$ cat config.mk
export PLATFORM = sky130hd
export DESIGN_NAME = bcd_time_chain
export DESIGN_NICKNAME = d
export VERILOG_FILES = /design/src/rtl/bcd_time_chain.sv
export SDC_FILE = /design/constraint.sdc
export NUM_CORES = 1
export LEC_CHECK = 0
export CORE_MARGIN = 1
export CORE_UTILIZATION = 45
export CTS_CLUSTER_DIAMETER = 80
export DETAILED_ROUTE_END_ITERATION = 12
export PLACE_DENSITY_LB_ADDON = 0.2
export SLEW_MARGIN = 0
export SYNTH_ARGS = -nofsm -noshare
export SYNTH_HDL_FRONTEND = slang
export SYNTH_SLANG_ARGS = --single-unit
$ cat constraint.sdc
create_clock -name clk -period 3.05 [get_ports clk]
set_input_delay 0.305 -clock clk [delete_from_list [all_inputs] [get_ports clk]]
set_output_delay 0.305 -clock clk [all_outputs]
set_load 0.005 [all_outputs]
$ cat src/rtl/bcd_time_chain.sv
// Cascaded BCD time digits with a tick divider, per-digit modulus, up/down count and atomic preset load.
// Digits, tick, wrap and load_err update on the stepping or loading edge. Alarm compare is built only under BCD_CHAIN_ALARM_EN.
module bcd_time_chain #(
  parameter int          NUM_DIGITS = 8,
  parameter int          TICK_DIV   = 25000,
  parameter logic [31:0] DIGIT_MOD  = 32'h6A6A_2AAA
) (
  input  logic                    clk,
  input  logic                    rst,
  input  logic                    run,
  input  logic                    dir,
  input  logic                    load_valid,
  input  logic [4*NUM_DIGITS-1:0] load_data,
  input  logic                    alarm_set,
  output logic [4*NUM_DIGITS-1:0] digits,
  output logic                    tick,
  output logic                    wrap,
  output logic                    load_err,
  output logic                    alarm
);

  localparam int            W        = 4 * NUM_DIGITS;
  localparam int            DW       = $clog2(TICK_DIV);
  localparam logic [DW-1:0] DIV_LAST = DW'(TICK_DIV - 1);

  logic [DW-1:0]         div_q;
  logic                  step;
  logic [NUM_DIGITS-1:0] dig_en;
  logic [NUM_DIGITS-1:0] dig_max;
  logic [NUM_DIGITS-1:0] dig_zero;
  logic [NUM_DIGITS-1:0] load_bad;
  logic                  chain_out;
  logic [W-1:0]          step_digits;
  logic [W-1:0]          load_clean;

  assign step = run && (div_q == DIV_LAST);

  for (genvar i = 0; i < NUM_DIGITS; i++) begin : g_digit
    localparam logic [3:0] MOD = DIGIT_MOD[4*i +: 4];
    localparam logic [3:0] TOP = MOD - 4'd1;

    logic [3:0] cur;
    logic [3:0] ld;
    logic [3:0] nxt;

    assign cur         = digits[4*i +: 4];
    assign ld          = load_data[4*i +: 4];
    assign dig_max[i]  = (cur == TOP);
    assign dig_zero[i] = (cur == 4'd0);

    always_comb begin
      nxt = cur;
      if (dig_en[i]) begin
        if (dir) nxt = dig_zero[i] ? TOP : cur - 4'd1;
        else     nxt = dig_max[i] ? 4'd0 : cur + 4'd1;
      end
    end

    assign step_digits[4*i +: 4] = nxt;
    // Out-of-range preset digits are forced to 0 so the chain never holds an illegal code.
    assign load_bad[i]           = (ld >= MOD);
    assign load_clean[4*i +: 4]  = load_bad[i] ? 4'd0 : ld;
  end

  // Ripple enable: a digit moves only when every lower digit is at its roll boundary.
  always_comb begin
    logic c;
    dig_en = '0;
    c      = step;
    for (int i = 0; i < NUM_DIGITS; i++) begin
      dig_en[i] = c;
      c = c && (dir ? dig_zero[i] : dig_max[i]);
    end
    chain_out = c;
  end

  always_ff @(posedge clk or posedge rst) begin
    if (rst) begin
      div_q    <= '0;
      digits   <= '0;
      tick     <= 1'b0;
      wrap     <= 1'b0;
      load_err <= 1'b0;
    end else begin
      tick     <= 1'b0;
      wrap     <= 1'b0;
      load_err <= 1'b0;
      if (load_valid) begin
        digits   <= load_clean;
        div_q    <= '0;
        load_err <= |load_bad;
      end else if (step) begin
        digits <= step_digits;
        div_q  <= '0;
        tick   <= 1'b1;
        wrap   <= chain_out;
      end else if (run) begin
        div_q <= div_q + DW'(1);
      end
    end
  end

`ifdef BCD_CHAIN_ALARM_EN
  logic [W-1:0] alarm_q;

  always_ff @(posedge clk or posedge rst) begin
    if (rst) begin
      alarm_q <= '0;
      alarm   <= 1'b0;
    end else begin
      if (alarm_set) alarm_q <= load_data;
      alarm <= step && !load_valid && (step_digits == alarm_q);
    end
  end
`else
  logic unused_alarm_set;
  assign unused_alarm_set = alarm_set;
  assign alarm            = 1'b0;
`endif

endmodule

==> impl_metrics.py <==
metrics = {
    "synthesis": {
        "synthAdderAreaFrac_pct": 0.321,
        "synth_edf_count": 0,
        "synthMuxAreaShare_pct": 1.28,
        "yosysUniqueCellTypes": 77,
        "yosys.area.top_type": "dfrtp_1",
        "synth_xor_area_share_pct": 6.28,
        "synth_top_family_by_area": "simple AND/OR/NAND/NOR gates",
        "synth_compound_area_share_pct": 23.7,
        "ys_seq_elements": 50,
        "postSynthAreaPerCell_sq_um": 8.15,
        "yosys_most_used_dff": "dfrtp_1",
        "netlist_area_sq_um": 3900,
        "synth_simple_gate_area_share_pct": 30.4,
        "yosys_warnings": 0,
        "syn_nets": 518,
        "synth_area_leaders": "dfrtp_1 (32%), o21ai_0 (5.1%), nor2_1 (3.8%)",
        "seq_area_frac_synth_pct": 32.1,
        "netlist.area_leader.share_pct": 32.1,
        "netlist_instances": 479,
        "async_flop_share_pct": 100,
    },
    "pwr": {
        "ir_worst_vdd_uv": 217,
        "powerDensity_nw_per_um2": 334,
        "comb_power_share_pct": 24.7,
        "pwr-share-seq_pct": 48.0,
        "p_total_mw": 1.59,
        "p_int_mw": 1.07,
        "power.share.switching_pct": 32.8,
        "power.leakage_nw": 1.80,
        "p_switching_mw": 0.522,
        "clkPwrFrac_pct": 27.3,
    },
    "clock_network": {
        "cts_hold_buffers": 0,
        "cts_sinks": 50,
        "cts_setup_buffers": 0,
        "htree_levels": 2,
        "cts_tree": "yes",
        "clk_pin_slew_ns": 0.11,
        "numCtsBuffers": 5,
        "clk_latency_ns": 0.31,
        "clk_path_buf_depth": 2,
        "cts_root_buf": "clkbuf_8",
        "post_cts_resized": 0,
    },
    "floorplan": {
        "initial_core_util_pct": 47.0,
        "die-area_sq_um": 9050,
        "core_area_sq_um": 8300,
        "die_h_um": 95.1,
        "ios": 74,
        "chipWidth_um": 95.1,
        "placementRows": 33,
    },
    "layout": {
        "num-nets-final": 569,
        "multi_input_area_sq_um": 2420,
        "antenna-diode-count": 0,
        "n_fill_cell": 799,
        "layout_common_cells": "clkdlybuf4s50_1 (69), dfrtp_1 (50), nor2_1 (40), o21ai_0 (40), nand2_1 (29)",
        "final_util_pct": 57.5,
        "seq_area_sq_um": 1250,
        "drive_above_1_share_pct": 8.66,
        "final_common_cell": "clkdlybuf4s50_1",
        "final_area_sq_um": 4770,
        "fin_cells": 636,
        "syn_to_final_growth_pct": 22.2,
    },
    "drt": {
        "dr.first_iter.drc_count": 160,
        "drtPass1Iterations": 4,
        "drc_errors": 0,
        "num_vias": 3830,
        "viasPerCell": 6.02,
        "route.detailed.wl_per_inst_um": 15.8,
        "antenna_left": 0,
        "routed_wl_um": 10100,
    },
    "timing": {
        "finalHoldWorstSlack_ns": 0.329,
        "rsz0062_at_grt": "false",
        "min_period_ns": 2.59,
        "period_share_pct": 85.0,
        "setup_viol": 0,
        "worstMarginPinSlew_ns": 0.571,
        "hold_viol_final": 0,
        "setup_ws_ns": 0.457,
        "slew_headroom_pct": 61.0,
        "tns_ns": 0,
        "fmax_ghz": 0.386,
        "finClkSkew_ns": 0.0116,
        "final_max_slew_viol_count": 0,
    },
    "run": {
        "drv_cap": 0,
    },
    "grt": {
        "overflow": 0,
        "grt_max_degree": 43,
        "grt_pass1_wl_um": 16700,
        "antenna_found_initial": 0,
        "grt_usage_pct": 22.9,
        "first_global_vias": 3579,
    },
    "run_status": {
        "status": "finished, final reports clean",
    },
    "worst_setup_path": {
        "critPathLaunchType": "flop",
        "crit_type": "reg -> reg",
        "worst-path-max-fanout": 8,
        "critical_path_required_ns": 3.29,
        "critPathCaptureType": "flop",
        "crit_arrival_ns": 2.83,
    },
    "placed_design": {
        "hpwl_um": 7240,
        "place_inst": 628,
        "placed_area_sq_um": 4670,
        "post-place-ws_ns": 0.296,
        "routabilityCongestion": 0.834,
        "io_buffer_count": 71,
    },
    "hold_path": {
        "hp-class": "in -> reg",
    },
}
worst paths after layout:
kind | slack (ns) | endpoint | cells after the start | startpoint
worst min register to register | 0.55 | div_q[14] | 2 | div_q[14]
worst max register to register | 0.46 | digits[16] | 6 | div_q[4]
worst min-delay path | 0.33 | div_q[0] | 2 | load_valid
min in group asynchronous | 0.34 | digits[21] | 2 | rst
worst max-delay path | 0.46 | digits[16] | 6 | div_q[4]
max in group asynchronous | 1.94 | digits[0] | 3 | rst
routing by layer:
layer | global-route usage [%] | share of wire (%) | up-vias
met5 | 0 | 0 | -
met4 | 6.57 | 1.1 | 0
met3 | 3.27 | 5.8 | 9
met2 | 37.8 | 48 | 111
met1 | 31.0 | 45 | 1838
li1 | - | - | 1872
flip-flops by register name (all words and copies together) (netlist names):
register  cells
tick          1
wrap          1
digits       32
load_err      1
div_q        15
power groups by stage:
stage                     combinational (mW)  clock (mW)  sequential, mW
after floorplan                        0.260           0           0.737
after global placement                 0.384           0           0.775
after detailed placement               0.393           0           0.776
after CTS                              0.395       0.441           0.764
after global routing                   0.435       0.467           0.774
final                                  0.393       0.436           0.764
cell families after synthesis:
| kind of cell | Yosys count |
|---|---|
| AND/OR/NAND/NOR | 203 |
| AO/OA/AOI/OAI | 136 |
| buffers and inverters | 55 |
| flip-flops | 50 |
| XOR/XNOR | 28 |
| multiplexers | 5 |
| adder cells (fa/ha/maj) | 1 |
| other | 1 |
area by class of cell:
cell class	instances	area share, %
Inverter	15	1.18
Multi-Input combinational cell	374	50.8
Tap cell	105	2.75
Sequential cell	50	26.2
Clock inverter	3	0.603
Clock buffer	5	1.44
Timing Repair Buffer	84	17.0
worst max-delay path: stages, from the launching register on:
cell and delay [ns]:
dfrtp_1 0.45, or4b_4 0.59, nor4_4 0.41, buf_4 0.24
nand4_2 0.24, or3_1 0.42, a31oi_1 0.16
synthesized netlist by cell type (all sizes together) (3+ instances only):
| master | n |
|---|---|
| inv | 14 |
| xnor2 | 15 |
| nor4b | 3 |
| or3b | 5 |
| a31oi | 8 |
| nor3 | 6 |
| o2111ai | 4 |
| a21o | 3 |
| mux2i | 5 |
| or3 | 8 |
| a221o | 3 |
| o21a | 3 |
| buf | 11 |
| nand3b | 13 |
| a221oi | 5 |
| nand2 | 29 |
| nand3 | 26 |
| clkbuf | 29 |
| a21oi | 23 |
| nor2 | 41 |
| nor4 | 4 |
| nand2b | 12 |
| or2 | 3 |
| or4 | 6 |
| xor2 | 13 |
| nor3b | 7 |
| o211ai | 9 |
| o21ai | 41 |
| a211oi | 7 |
| and3b | 4 |
| nor2b | 8 |
| dfrtp | 50 |
| o311ai | 6 |
| o31ai | 4 |
| nand4 | 14 |
| and3 | 4 |
| and2 | 5 |
| or4b | 3 |
No activity file was read; power rests on OpenSTA's default activity.
